`config.mk`:
```
export PLATFORM = sky130hd
export DESIGN_NAME = pakin_asm
export DESIGN_NICKNAME = d
export VERILOG_FILES = /design/src/rtl/pakin_asm_pkg.sv /design/src/rtl/pakin_asm_calc_redun.sv /design/src/rtl/pakin_asm.sv
export SDC_FILE = /design/constraint.sdc
export NUM_CORES = 1
export LEC_CHECK = 0
export ABC_AREA = 1
export CAP_MARGIN = 10
export CORE_UTILIZATION = 30
export CTS_CLUSTER_SIZE = 12
export DETAILED_ROUTE_END_ITERATION = 16
export GPL_ROUTABILITY_DRIVEN = 1
export PLACE_DENSITY = 0.51
export SLEW_MARGIN = 10
export SYNTH_ARGS = -nofsm -noshare
export SYNTH_HDL_FRONTEND = slang
export SYNTH_SLANG_ARGS = --single-unit
```
`constraint.sdc`:
```
create_clock -name clk -period 4.5 [get_ports clk]
set_clock_uncertainty 0.15 [all_clocks]
set_input_delay 0.675 -clock clk [delete_from_list [all_inputs] [get_ports clk]]
set_output_delay 0.675 -clock clk [all_outputs]
set_load 0.02 [all_outputs]
```
`src/rtl/pakin_asm_pkg.sv`:
```
// rtl/pakin_asm_pkg.sv - shared sizes, FSM encoding and helpers for the packet-input assembler
package pakin_asm_pkg;

  localparam int PSZ_DEF = 4;
  localparam int ASZ_DEF = 6;
  localparam int DSZ_DEF = 8;
  localparam int RSZ_DEF = 4;
  localparam int ERR_CNT_W = 8;

  typedef enum logic [1:0] {
    ST_COLLECT = 2'd0,
    ST_CHECK   = 2'd1,
    ST_SEND    = 2'd2,
    ST_DRAIN   = 2'd3
  } state_e;

  // Counter width that stays legal even for a single-packet message.
  function automatic int cnt_w(input int n);
    return (n > 1) ? $clog2(n) : 1;
  endfunction

endpackage

```
`src/rtl/pakin_asm_calc_redun.sv`:
```
// rtl/pakin_asm_calc_redun.sv - redundancy field generator: XOR fold of {dat,dst,src} into RSZ bits
module calc_redun #(
  parameter int ASZ = 6,
  parameter int DSZ = 8,
  parameter int RSZ = 4
) (
  input  logic [ASZ-1:0] src_i,
  input  logic [ASZ-1:0] dst_i,
  input  logic [DSZ-1:0] dat_i,
  output logic [RSZ-1:0] red_o
);

  localparam int VW  = 2*ASZ + DSZ;
  localparam int NCH = (VW + RSZ - 1) / RSZ;

  logic [NCH*RSZ-1:0] padded;

  always_comb begin
    padded         = '0;
    padded[VW-1:0] = {dat_i, dst_i, src_i};
    red_o          = '0;
    for (int k = 0; k < NCH; k++) begin
      red_o = red_o ^ padded[k*RSZ +: RSZ];
    end
  end

endmodule

```
`src/rtl/pakin_asm.sv`:
```
// rtl/pakin_asm.sv - reassembles req/ack packets into messages, checks redundancy, forwards good messages
module pakin_asm
  import pakin_asm_pkg::*;
#(
  parameter int PSZ = PSZ_DEF,
  parameter int ASZ = ASZ_DEF,
  parameter int DSZ = DSZ_DEF,
  parameter int RSZ = RSZ_DEF
) (
  input  logic                 clk,
  input  logic                 reset,
  input  logic [PSZ:0]         i_pakio,
  input  logic                 i_req,
  output logic                 i_ack,
  output logic [ASZ-1:0]       o_src,
  output logic [ASZ-1:0]       o_dst,
  output logic [DSZ-1:0]       o_dat,
  output logic [RSZ-1:0]       o_red,
  output logic                 o_req,
  input  logic                 o_ack,
  output logic                 err_redun,
  output logic                 err_seq,
  output logic [ERR_CNT_W-1:0] err_cnt
);

  localparam int MSG_SZ  = 2*ASZ + DSZ + RSZ;
  localparam int TOT_PKS = (MSG_SZ + PSZ - 1) / PSZ;
  localparam int CW      = cnt_w(TOT_PKS);
  localparam logic [CW-1:0] LAST_PK = CW'(TOT_PKS - 1);

  state_e state_q, state_d;
  logic [CW-1:0]        pk_cnt_q, pk_cnt_d;
  logic [PSZ-1:0]       pk_q [TOT_PKS];
  logic [PSZ-1:0]       pk_d [TOT_PKS];
  logic                 i_ack_q, i_ack_d;
  logic [ASZ-1:0]       src_q, dst_q;
  logic [DSZ-1:0]       dat_q;
  logic [RSZ-1:0]       red_q;
  logic                 err_redun_q, err_redun_d;
  logic                 err_seq_q, err_seq_d;
  logic [ERR_CNT_W-1:0] err_cnt_q, err_cnt_d;

  logic [TOT_PKS*PSZ-1:0] flat;
  logic [MSG_SZ-1:0]      msg;
  logic [ASZ-1:0]         m_src, m_dst;
  logic [DSZ-1:0]         m_dat;
  logic [RSZ-1:0]         m_red, red_calc;
  logic                   red_ok;
  logic                   sof;
  logic [PSZ-1:0]         payload;
  logic                   accept;
  logic                   seq_err, msg_done;
  logic                   load_out, redun_err;

  assign sof     = i_pakio[PSZ];
  assign payload = i_pakio[PSZ-1:0];
  assign accept  = (state_q == ST_COLLECT) && i_req && !i_ack_q;

  // Packets land low-first; anything beyond MSG_SZ in the last packet is dropped here.
  always_comb begin
    flat = '0;
    for (int k = 0; k < TOT_PKS; k++) begin
      flat[k*PSZ +: PSZ] = pk_q[k];
    end
  end

  assign msg   = flat[MSG_SZ-1:0];
  assign m_src = msg[ASZ-1:0];
  assign m_dst = msg[2*ASZ-1:ASZ];
  assign m_dat = msg[2*ASZ+DSZ-1:2*ASZ];
  assign m_red = msg[MSG_SZ-1:MSG_SZ-RSZ];

  calc_redun #(
    .ASZ(ASZ),
    .DSZ(DSZ),
    .RSZ(RSZ)
  ) u_redun (
    .src_i(m_src),
    .dst_i(m_dst),
    .dat_i(m_dat),
    .red_o(red_calc)
  );

  assign red_ok = (red_calc == m_red);

  // Packet sequencing: a stray sof restarts the message, an orphan non-sof is swallowed.
  always_comb begin
    pk_d     = pk_q;
    pk_cnt_d = pk_cnt_q;
    seq_err  = 1'b0;
    msg_done = 1'b0;
    if (accept) begin
      if (sof) begin
        seq_err = (pk_cnt_q != '0);
        pk_d[0] = payload;
        if (TOT_PKS == 1) begin
          msg_done = 1'b1;
        end else begin
          pk_cnt_d = CW'(1);
        end
      end else if (pk_cnt_q == '0) begin
        seq_err = 1'b1;
      end else begin
        pk_d[pk_cnt_q] = payload;
        if (pk_cnt_q == LAST_PK) begin
          pk_cnt_d = '0;
          msg_done = 1'b1;
        end else begin
          pk_cnt_d = pk_cnt_q + CW'(1);
        end
      end
    end
  end

  always_ff @(posedge clk) begin
    if (reset) begin
      state_q <= ST_COLLECT;
    end else begin
      state_q <= state_d;
    end
  end

  always_comb begin
    state_d = state_q;
    case (state_q)
      ST_COLLECT: if (msg_done) state_d = ST_CHECK;
      ST_CHECK:   state_d = red_ok ? ST_SEND : ST_COLLECT;
      ST_SEND:    if (o_ack) state_d = ST_DRAIN;
      ST_DRAIN:   if (!o_ack) state_d = ST_COLLECT;
      default:    state_d = ST_COLLECT;
    endcase
  end

  always_comb begin
    o_req     = 1'b0;
    load_out  = 1'b0;
    redun_err = 1'b0;
    case (state_q)
      ST_CHECK: begin
        load_out  = red_ok;
        redun_err = !red_ok;
      end
      ST_SEND:  o_req = 1'b1;
      default:  ;
    endcase
  end

  // The ack of the final packet still falls while the FSM is busy; only new accepts are held off.
  always_comb begin
    i_ack_d = i_ack_q;
    if (accept) begin
      i_ack_d = 1'b1;
    end else if (!i_req) begin
      i_ack_d = 1'b0;
    end
  end

  always_comb begin
    err_seq_d   = err_seq_q | seq_err;
    err_redun_d = err_redun_q | redun_err;
    err_cnt_d   = err_cnt_q;
    if ((seq_err || redun_err) && (err_cnt_q != {ERR_CNT_W{1'b1}})) begin
      err_cnt_d = err_cnt_q + ERR_CNT_W'(1);
    end
  end

  always_ff @(posedge clk) begin
    if (reset) begin
      pk_cnt_q    <= '0;
      i_ack_q     <= 1'b0;
      src_q       <= '0;
      dst_q       <= '0;
      dat_q       <= '0;
      red_q       <= '0;
      err_redun_q <= 1'b0;
      err_seq_q   <= 1'b0;
      err_cnt_q   <= '0;
      for (int k = 0; k < TOT_PKS; k++) begin
        pk_q[k] <= '0;
      end
    end else begin
      pk_cnt_q    <= pk_cnt_d;
      i_ack_q     <= i_ack_d;
      err_redun_q <= err_redun_d;
      err_seq_q   <= err_seq_d;
      err_cnt_q   <= err_cnt_d;
      pk_q        <= pk_d;
      if (load_out) begin
        src_q <= m_src;
        dst_q <= m_dst;
        dat_q <= m_dat;
        red_q <= m_red;
      end
    end
  end

  assign i_ack     = i_ack_q;
  assign o_src     = src_q;
  assign o_dst     = dst_q;
  assign o_dat     = dat_q;
  assign o_red     = red_q;
  assign err_redun = err_redun_q;
  assign err_seq   = err_seq_q;
  assign err_cnt   = err_cnt_q;

endmodule
```
==> summary.txt, run 1 <==
Cells and area
  • Number of diodes added for antenna fixing: 0
  • Final Instance Area: 3611 sq um
  • Net count of the finished layout: 465
  • Ratio of cells with drive above 1 in the final layout: 5.275%
  • Filler Cells Inserted: 989
  • Area growth from synthesis to final layout: 25.21%
  • Final cell count without fillers: 584

Global route
  • Total overflow reported by the global router: 0
  • Maximum number of pins on one net before global-route repair: 50
  • Vias in the first global route: 2575
  • All-layer global routing usage: 15.31%
  • Wire length of the first global-routing pass: 11850 um
  • Number of antenna violations at the first check in global routing: 0

Timing
  • Post-route clock period utilization: 58.55%
  • Number of pins with negative max-slew slack in the final report: 0
  • Count of final setup violators: 0
  • Post-route setup TNS: 0 ns
  • Fmax: 0.3795 GHz
  • Setup repair after global routing missed its margin: false
  • Hold Vio Cnt, Final: 0
  • Rel. slew slack: 44.54%
  • Worst-case setup margin in the final layout: 1.865 ns
  • Final Critical Period: 2.635 ns
  • Slew of the pin with the lowest slew margin: 0.8310 ns

Placed design
  • Post-placement worst setup slack: 1.748 ns
  • Count of placed standard cells including taps: 571
  • HPWL Detailed: 4854 um
  • Count of input and output buffers: 44
  • GPL Wtd Cong: 0.7670
  • Placed cell area: 3451 sq um

Yosys
  • Most used standard cells in the synthesized netlist: 77 x nand2_1, 70 x inv_1, 64 x dfxtp_1, 62 x a21oi_1, 45 x o21ai_0
  • Synth area leader: dfxtp_1
  • Post-synthesis instance area: 2884 sq um
  • Most frequently used cell type in the post-synthesis netlist: nand2_1
  • Count of flip-flops with a built-in enable after synthesis: 0
  • Sequential-to-total area share from yosys stat: 44.43%
  • Fraction of synthesized cell area taken by the top area cell type: 44.43%
  • Synthesized area per cell: 7.103 sq um
  • Net count after synthesis: 418
  • Largest cells by area after synthesis: dfxtp_1 44%, a21oi_1 11%, nand2_1 10%
  • Post-synth cell types: 27
  • Instance count of the mapped netlist: 406
  • Prevailing post-synth register cell: dfxtp_1
  • Post-synth ARST share: 0%
  • Synth warnings: 0
  • #FFs+latches synth: 64

Clock network
  • Clock tree buffer depth: 2
  • Cells resized by post-CTS repair: 0
  • Hold_buf cts: 0
  • Clock sinks: 64
  • TritonCTS clock tree: built
  • Insertion delay of the later-clocked pin in the worst-skew pair: 0.33 ns
  • Post-CTS setup buffer count: 0
  • Root buffer selected by CTS: clkbuf_8
  • Total clock buffers created by CTS: 9
  • Count of H-tree levels built during CTS: 3
  • Reg clk slew, reported paths: 0.07 ns

Status
  • Run status: complete, no violations

Power and ir drop
  • Pleak: 1.372 nW
  • Combinational share of power: 8.4%
  • Overall power consumption: 1.096 mW
  • Clock group share of total power: 38.5%
  • Sw Ratio: 24.32%
  • Internal portion of total power: 829.3 uW
  • Sequential Power Share: 53.1%
  • Total power divided by cell area: 303.5 nW/um^2
  • Power dissipated by switching net loads: 266.5 uW
  • Maximum resistive drop on vdd: 0.1024 mV

Route
  • Vias after detailed routing: 2617
  • Total detailed-routing wirelength: 6677 um
  • Violation count after the first detailed-route iteration: 78
  • # DRC: 0
  • First-pass iteration count of the detailed router: 4
  • Detailed-route wire length per cell: 11.43 um
  • Routed Antenna Nets: 0
  • Number of vias per cell: 4.481

Worst setup path
  • Endpoint kind of the worst setup timing path: flop
  • Crit path arrival time: 2.68 ns
  • Critical path launch point type: flop
  • Critical setup path kind: flop to flop
  • Critical Path RT: 4.54 ns
  • Max Fanout on Critical Path: 49

Floorplan
  • Initial Utilization: 31.06%
  • Width of the die: 100.0 um
  • DIE AREA: 10010 sq um
  • Number of top-level pins: 45
  • Number of cell rows: 35
  • Vert. Die Dim: 100.0 um
  • Core footprint: 9284 sq um

Min path
  • Min-delay worst type: flop to flop

Run
  • Total of max-cap violations: 0
-- state kept, by name (all words and copies together), names as in the netlist, named ones only --
signal / count
pk_cnt_q: 3
err_cnt: 8
m_red: 4
err_seq: 1
o_src: 6
o_red: 4
o_dat: 8
err_redun: 1
state_q: 1
flat: 20
i_ack: 1
o_dst: 6
-- cells in the final DEF, fill, tap and decap left out, drive strengths merged, types with 4 or more instances in the layout --
cell	synthesis	layout
dfxtp	64	64
nor2	26	26
nand3	24	24
o21ai	45	45
a21oi	62	62
nand2	80	80
clkbuf	7	12
inv	71	71
xor2	5	5
clkdlybuf4s50	0	44
a211oi	4	4
-- power by group through the flow --
stage | Sequential, mW | Clock, mW | Combinational, mW
floorplan | 0.597 | 0 | 0.0565
global placement | 0.595 | 0 | 0.0926
detailed placement | 0.595 | 0 | 0.0928
CTS | 0.582 | 0.440 | 0.0932
global route | 0.584 | 0.466 | 0.106
finish | 0.582 | 0.421 | 0.0920
-- through the flow --
step / utilization [%] / hold slack (ns)
2_1_floorplan: - / 0.3033
3_3_place_gp: 37.17 / 0.2828
3_5_place_dp: 37.17 / 0.2848
4_1_cts: 38.89 / 0.2948
5_1_grt: 38.89 / 0.3156
6_report: 38.89 / 0.2904
-- kinds of logic (layout without fill, tap and decap cells) --
group	count (synthesis)	after routing	synth area share [%]
XOR/XNOR	5	5	1.518
flip-flops	64	64	44.43
adder cells (fa/ha/maj)	3	3	1.302
buffers and inverters	82	131	11.24
AND/OR/NAND/NOR	139	139	21.39
AO/OA/AOI/OAI	113	113	20.13
-- critical path, cell delays in order, from the launching register on --
cell and delay, ns:
dfxtp_1 0.38, inv_1 0.10, nand2_1 0.08, nand2_1 0.06
nand2_1 0.05, nand2_1 0.05, nand2_1 0.05, nand2_1 0.07
nor2_1 0.21, nand3_2 0.68, o21ai_0 0.51, a21oi_1 0.06
-- layout make-up --
type	instances	area (sq um)	area share [%]
Clock inverter	1	5.005	0.1386
Timing Repair Buffer	47	462.9	12.82
Multi-Input combinational cell	260	1279	35.41
Clock buffer	12	155.1	4.297
Inverter	71	266.5	7.380
Sequential cell	64	1281	35.48
Tap cell	129	161.4	4.470
-- layer usage --
| metal | share of wire (%) | routed length (um) | track usage, % |
|---|---|---|---|
| met5 | 0 | 0 | 0 |
| met4 | 2.0 | 136 | 7.358 |
| met3 | 3.2 | 214 | 2.925 |
| met2 | 46 | 3057 | 25.57 |
| met1 | 49 | 3269 | 19.02 |
-- worst paths after layout --
| check | endpoint | cells past startpoint | from | slack (ns) |
|---|---|---|---|---|
| worst max-delay path | o_src[2] | 11 | flat[2] | 1.87 |
| worst min-delay path | o_dat[2] | 2 | o_dat[2] | 0.29 |
| worst max register to register | o_src[2] | 11 | flat[2] | 1.87 |
| worst min register to register | o_dat[2] | 2 | o_dat[2] | 0.29 |
No activity file was read; power rests on OpenSTA's default activity.
==> run 2, diff against run 1 <==
Clock period 4.5 ns to 2.75 ns, I/O delays scaled along.
==> run 2 against run 1 <==
Compared with the run above:
- largest cell class unchanged
- global-route usage down 0.61 points
- via count up 0.50%
- power up 73%
- clock power up 87%
- core utilization up 0.74 points
==> summary.txt, run 2 (synthesis results as in run 1) <==
Status
  • Run status: complete, no violations (unchanged)

Worst setup path
  • Critical path launch point type: flop (unchanged)
  • Bufs and invs on worst path: 2 (was 1)
  • Critical Path RT: 2.83 ns (was 4.54 ns)
  • Max Fanout on Critical Path: 19 (was 49)
  • Critical setup path kind: flop to flop (unchanged)
  • Critical path's largest stage delay: 0.39 ns (was 0.68 ns)
  • Slowest cell on crit path: dfxtp_1 (was nand3_2)
  • Crit path cell chain: inv_1 > nand2_1 > nand2_1 > nand2_1 > nand2_1 > nand2_1 > nand2_1 > nor2_1 > nand3_2 > buf_4 > o21ai_0 > a21oi_1 (was inv_1 > nand2_1 > nand2_1 > nand2_1 > nand2_1 > nand2_1 > nand2_1 > nor2_1 > nand3_2 > o21ai_0 > a21oi_1)
  • Endpoint kind of the worst setup timing path: flop (unchanged)
  • Most used cell, CP: nand2_1 (unchanged)
  • Kind of cell with the highest combined delay on the critical path: simple AND/OR/NAND/NOR gates (unchanged)
  • Crit path arrival time: 2.37 ns (was 2.68 ns)

Placed design
  • GPL Wtd Cong: 0.8043 (was 0.7670)
  • Count of input and output buffers: 44 (unchanged)
  • Count of placed standard cells including taps: 575 (was 571)
  • HPWL Detailed: 4820 um (was 4854 um)

Timing
  • Post-route setup TNS: 0 ns (unchanged)
  • Post-route clock period utilization: 83.61% (was 58.55%)
  • Rel. slew slack: 73.68% (was 44.54%)
  • Number of pins with negative max-slew slack in the final report: 0 (unchanged)
  • Final Critical Period: 2.299 ns (was 2.635 ns)
  • Count of final setup violators: 0 (unchanged)
  • Fmax: 0.4349 GHz (was 0.3795 GHz)
  • Setup repair after global routing missed its margin: false (unchanged)
  • Slew of the pin with the lowest slew margin: 0.3937 ns (was 0.8310 ns)
  • Hold Vio Cnt, Final: 0 (unchanged)

Clock network
  • Clock sinks: 64 (unchanged)
  • Post-CTS setup buffer count: 0 (unchanged)
  • Hold_buf cts: 0 (unchanged)
  • TritonCTS clock tree: built (unchanged)
  • Clock tree buffer depth: 2 (unchanged)
  • Reg clk slew, reported paths: 0.07 ns (about the same)
  • Count of H-tree levels built during CTS: 3 (unchanged)
  • Total clock buffers created by CTS: 9 (unchanged)
  • Root buffer selected by CTS: clkbuf_8 (unchanged)
  • Cells resized by post-CTS repair: 0 (unchanged)
  • Insertion delay of the later-clocked pin in the worst-skew pair: 0.34 ns (was 0.33 ns)

Global route
  • Vias in the first global route: 2485 (was 2575)
  • Number of antenna violations at the first check in global routing: 0 (unchanged)
  • Maximum number of pins on one net before global-route repair: 38 (was 50)
  • Wire length of the first global-routing pass: 11380 um (was 11850 um)
  • All-layer global routing usage: 14.70% (was 15.31%)
  • Total overflow reported by the global router: 0 (unchanged)

Floorplan
  • Core footprint: 9284 sq um (unchanged)
  • DIE AREA: 10010 sq um (unchanged)
  • Vert. Die Dim: 100.0 um (unchanged)
  • Number of top-level pins: 45 (unchanged)
  • Initial Utilization: 31.06% (unchanged)
  • Number of cell rows: 35 (unchanged)
  • Width of the die: 100.0 um (unchanged)

Min path
  • Min-delay worst type: flop to flop (unchanged)

Route
  • # DRC: 0 (unchanged)
  • Number of vias per cell: 4.458 (was 4.481)
  • Vias after detailed routing: 2630 (was 2617)
  • First-pass iteration count of the detailed router: 4 (unchanged)
  • Routed Antenna Nets: 0 (unchanged)
  • Violation count after the first detailed-route iteration: 71 (was 78)
  • Detailed-route wire length per cell: 11.24 um (was 11.43 um)
  • Total detailed-routing wirelength: 6629 um (was 6677 um)

Cells and area
  • Most common library cell in the layout ignoring fill and taps: nand2_1 (unchanged)
  • Filler Cells Inserted: 1002 (was 989)
  • Number of flip-flops in the largest register: 20 (unchanged)
  • Area growth from synthesis to final layout: 27.59% (was 25.21%)
  • Final cell count without fillers: 590 (was 584)
  • Multi-input combinational cell area: 1279 sq um (unchanged)
  • Leading cell types in the layout, fill and taps excluded: 77 x nand2_1, 70 x inv_1, 64 x dfxtp_1, 62 x a21oi_1, 45 x o21ai_0 (unchanged)
  • Sequential cell area: 1281 sq um (unchanged)
  • Net count of the finished layout: 469 (was 465)
  • Number of diodes added for antenna fixing: 0 (unchanged)
  • Ratio of cells with drive above 1 in the final layout: 6.508% (was 5.275%)

Power and ir drop
  • Maximum resistive drop on vdd: 0.2371 mV (was 0.1024 mV)
  • Pleak: 1.410 nW (was 1.372 nW)
  • Total power divided by cell area: 514.5 nW/um^2 (was 303.5 nW/um^2)

Run
  • Total of max-cap violations: 0 (unchanged)
[run 2: cell count changes in the layout (fill, tap and decap cells not counted), sizes merged]
cell / delta
clkbuf: -1
buf: +4
bufinv: +1
clkinv: +2
[run 2: path summary, 6_finish.rpt]
check	startpoint	end	slack, ns	cells past startpoint
max reg2reg	flat[2]	o_dat[5]	0.45	12
min reg2reg	o_red[1]	o_red[1]	0.29	2
min	o_red[1]	o_red[1]	0.29	2
max	flat[2]	o_dat[5]	0.45	12
[run 2: area by class of cell]
cell class,count,area share (%)
sequential,64,34.82
multi-input combinational,260,34.75
timing repair buffer,51,13.74
inverter,71,7.242
tap,129,4.386
clock buffer,11,3.842
clock inverter,4,1.224
[run 2: power by group]
group / switching, mW / internal (mW) / total [mW]
Clock: 0.354 / 0.434 / 0.788
Sequential: 0.0136 / 0.939 / 0.953
Combinational: 0.0938 / 0.0580 / 0.152
Total: 0.462 / 1.43 / 1.89
[run 2: worst reg2reg max path: stages, from the launching register on]
cell and delay, ns:
dfxtp_1 0.39, inv_1 0.11, nand2_1 0.09, nand2_1 0.05
nand2_1 0.05, nand2_1 0.05, nand2_1 0.06, nand2_1 0.06
nor2_1 0.21, nand3_2 0.35, buf_4 0.32, o21ai_0 0.23
a21oi_1 0.06
[run 2: stage by stage]
step	util, %	worst slack, ns	instance area, sq um	hold slack [ns]	total power, mW
2_1_floorplan	-	0.9869	2884	0.3033	1.069
3_3_place_gp	37.63	0.3356	3493	0.2824	1.127
3_5_place_dp	37.63	0.3131	3493	0.2865	1.128
4_1_cts	39.64	0.3806	3680	0.2970	1.922
5_1_grt	39.64	0.2189	3680	0.3120	1.994
6_report	39.64	0.4508	3680	0.2925	1.893
[run 2: layer usage]
metal | track usage (%) | vias up | part of all wire (%)
li1 | - | 1402 | -
met5 | 0 | - | 0
met1 | 18.48 | 1160 | 49
met2 | 23.50 | 58 | 45
met3 | 4.109 | 10 | 4.9
met4 | 6.577 | 0 | 1.6
==> run 3, diff against run 2 <==
Clock period 2.75 ns to 2.25 ns, I/O delays scaled along.
==> run 3 against run 2 <==
Compared with the run above:
- critical endpoint is now o_req
- critical path type is now flop to primary output
- global-route usage shrank 0.070 points
- sequential share of layout area decreased by 0.41 points
- clock power increased by 28%
- routed wire length fell by 1.3%
- first-iteration DRC count is 5.6% higher
- clock-buffer cell count down 1
- combinational power rose by 22%
- die area did not move
- largest power group unchanged
- non-clock buffer count increased by 5
- power grew 24%
- core utilization grew 0.47 points
- highest routed layer unchanged
- via count up 0.34%
==> summary.txt, run 3 (synthesis results as in run 1) <==
Timing
  • Final Critical Period: 2.013 ns
  • Final hold slack: 0.2926 ns (was 0.2925 ns)
  • Hold Vio Cnt, Final: 0 (unchanged)
  • Fmax: 0.4967 GHz
  • Slew of the pin with the lowest slew margin: 0.3798 ns (was 0.3937 ns)
  • Setup repair after global routing missed its margin: false (unchanged)
  • Number of pins with negative max-slew slack in the final report: 0 (unchanged)
  • Count of final setup violators: 0 (unchanged)
  • Rel. slew slack: 74.61% (was 73.68%)
  • Post-route clock period utilization: 89.49%
  • Post-route setup TNS: 0 ns (unchanged)

Route
  • First-pass iteration count of the detailed router: 4 (unchanged)
  • Total detailed-routing wirelength: 6540 um (was 6629 um)
  • Number of vias per cell: 4.428 (was 4.458)
  • Vias after detailed routing: 2639 (was 2630)
  • Detailed-route wire length per cell: 10.97 um (was 11.24 um)
  • # DRC: 0 (unchanged)
  • Routed Antenna Nets: 0 (unchanged)
  • Violation count after the first detailed-route iteration: 75 (was 71)

Floorplan
  • DIE AREA: 10010 sq um (unchanged)
  • Width of the die: 100.0 um (unchanged)
  • Initial Utilization: 31.06% (unchanged)
  • Core footprint: 9284 sq um (unchanged)
  • Number of cell rows: 35 (unchanged)
  • Number of top-level pins: 45 (unchanged)
  • Vert. Die Dim: 100.0 um (unchanged)

Power and ir drop
  • Combinational share of power: 7.8% (was 8.0%)
  • Sequential Power Share: 49.4% (was 50.3%)
  • Total power divided by cell area: 632.2 nW/um^2 (was 514.5 nW/um^2)
  • Clock group share of total power: 42.7% (was 41.6%)
  • Sw Ratio: 25.00% (was 24.39%)
  • Internal portion of total power: 1.765 mW (was 1.432 mW)
  • Maximum resistive drop on vdd: 0.2982 mV (was 0.2371 mV)
  • Pleak: 1.430 nW (was 1.410 nW)
  • Power dissipated by switching net loads: 588.5 uW (was 461.8 uW)

Clock network
  • Post-CTS setup buffer count: 0 (unchanged)
  • Root buffer selected by CTS: clkbuf_8 (unchanged)
  • Insertion delay of the later-clocked pin in the worst-skew pair: 0.35 ns (was 0.34 ns)
  • Hold_buf cts: 0 (unchanged)
  • Cells resized by post-CTS repair: 0 (unchanged)
  • Total clock buffers created by CTS: 9 (unchanged)
  • Reg clk slew, reported paths: 0.07 ns (about the same)
  • TritonCTS clock tree: built (unchanged)
  • Count of H-tree levels built during CTS: 3 (unchanged)
  • Clock sinks: 64 (unchanged)
  • Clock tree buffer depth: 2 (unchanged)

Worst setup path
  • Endpoint kind of the worst setup timing path: primary output (was flop)
  • Max Fanout on Critical Path: 5 (was 19)
  • Critical path launch point type: flop (unchanged)
  • Critical Path RT: 1.76 ns (was 2.83 ns)
  • Crit path arrival time: 1.53 ns (was 2.37 ns)
  • Critical setup path kind: flop to primary output (was flop to flop)

Placed design
  • GPL Wtd Cong: 0.8303 (was 0.8043)
  • HPWL Detailed: 4845 um (was 4820 um)
  • Count of input and output buffers: 44 (unchanged)

Global route
  • All-layer global routing usage: 14.63% (was 14.70%)
  • Maximum number of pins on one net before global-route repair: 32 (was 38)
  • Wire length of the first global-routing pass: 11360 um (was 11380 um)
  • Number of antenna violations at the first check in global routing: 0 (unchanged)
  • Vias in the first global route: 2495 (was 2485)
  • Total overflow reported by the global router: 0 (unchanged)

Cells and area
  • Net count of the finished layout: 474 (was 469)
  • Leading cell types in the layout, fill and taps excluded: 77 x nand2_1, 70 x inv_1, 64 x dfxtp_1, 62 x a21oi_1, 45 x o21ai_0 (unchanged)
  • Ratio of cells with drive above 1 in the final layout: 7.923% (was 6.508%)
  • Most common library cell in the layout ignoring fill and taps: nand2_1 (unchanged)
  • Area growth from synthesis to final layout: 29.11% (was 27.59%)
  • Number of diodes added for antenna fixing: 0 (unchanged)
  • Number of flip-flops in the largest register: 20 (unchanged)

Min path
  • Min-delay worst type: flop to flop (unchanged)

Status
  • Run status: complete, no violations (unchanged)

Run
  • Total of max-cap violations: 0 (unchanged)
run 3: cell types whose count changed in the layout (fill, tap and decap cells not counted):
| cell | delta |
|---|---|
| buf_4 | +6 |
| inv_6 | +1 |
| buf_12 | -1 |
| clkinv_4 | +1 |
| clkbuf_1 | -1 |
| clkinvlp_4 | +2 |
| clkinv_2 | -2 |
run 3: final cells by class:
class	instances	area [sq um]
Sequential cell	64	1281
Clock inverter	6	67.56
Inverter	71	266.5
Tap cell	129	161.4
Clock buffer	10	137.6
Fill cell	1007	5560
Timing Repair Buffer	56	530.5
Multi-Input combinational cell	260	1279
run 3: power by group through the flow:
| stage | sequential (mW) | clock [mW] | combinational, mW |
|---|---|---|---|
| 5_1_grt | 1.17 | 1.10 | 0.213 |
| 3_5_place_dp | 1.19 | 0 | 0.187 |
| 2_1_floorplan | 1.19 | 0 | 0.113 |
| 3_3_place_gp | 1.19 | 0 | 0.186 |
| 6_report | 1.16 | 1.01 | 0.185 |
| 4_1_cts | 1.16 | 1.05 | 0.188 |
run 3: worst paths after layout:
path / from / endpoint / slack (ns) / cells past startpoint
setup reg to reg: err_cnt[0] / err_cnt[1] / 0.34 / 7
hold reg to reg: o_dat[1] / o_dat[1] / 0.29 / 2
setup / recovery: flop / o_req / 0.24 / 3
hold / removal: o_dat[1] / o_dat[1] / 0.29 / 2
run 3: critical path, stage by stage, from the launching register on:
cell and delay (ns):
dfxtp_1 0.43, inv_1 0.06, nor2_1 0.08, clkdlybuf4s50_1 0.61
run 3: routing by layer:
| layer | GRT usage [%] | vias to the layer above | share of wire [%] |
|---|---|---|---|
| li1 | - | 1419 | - |
| met3 | 3.691 | 8 | 3.4 |
| met4 | 6.020 | 0 | 1.3 |
| met2 | 24.62 | 43 | 47 |
| met5 | 0 | - | 0 |
| met1 | 17.85 | 1169 | 48 |
run 3: through the flow:
step                      total power [mW]  instance area, sq um  cells  setup slack, ns  utilization, %
after floorplan                      1.307                  2884    406           0.4869               -
after global placement               1.376                  3518    580           0.1151           37.90
after detailed placement             1.377                  3518    580          0.09235           37.90
after CTS                            2.401                  3724    596           0.2027           40.11
after global routing                 2.474                  3724    596           0.1096           40.11
final                                2.354                  3724    596           0.2366           40.11
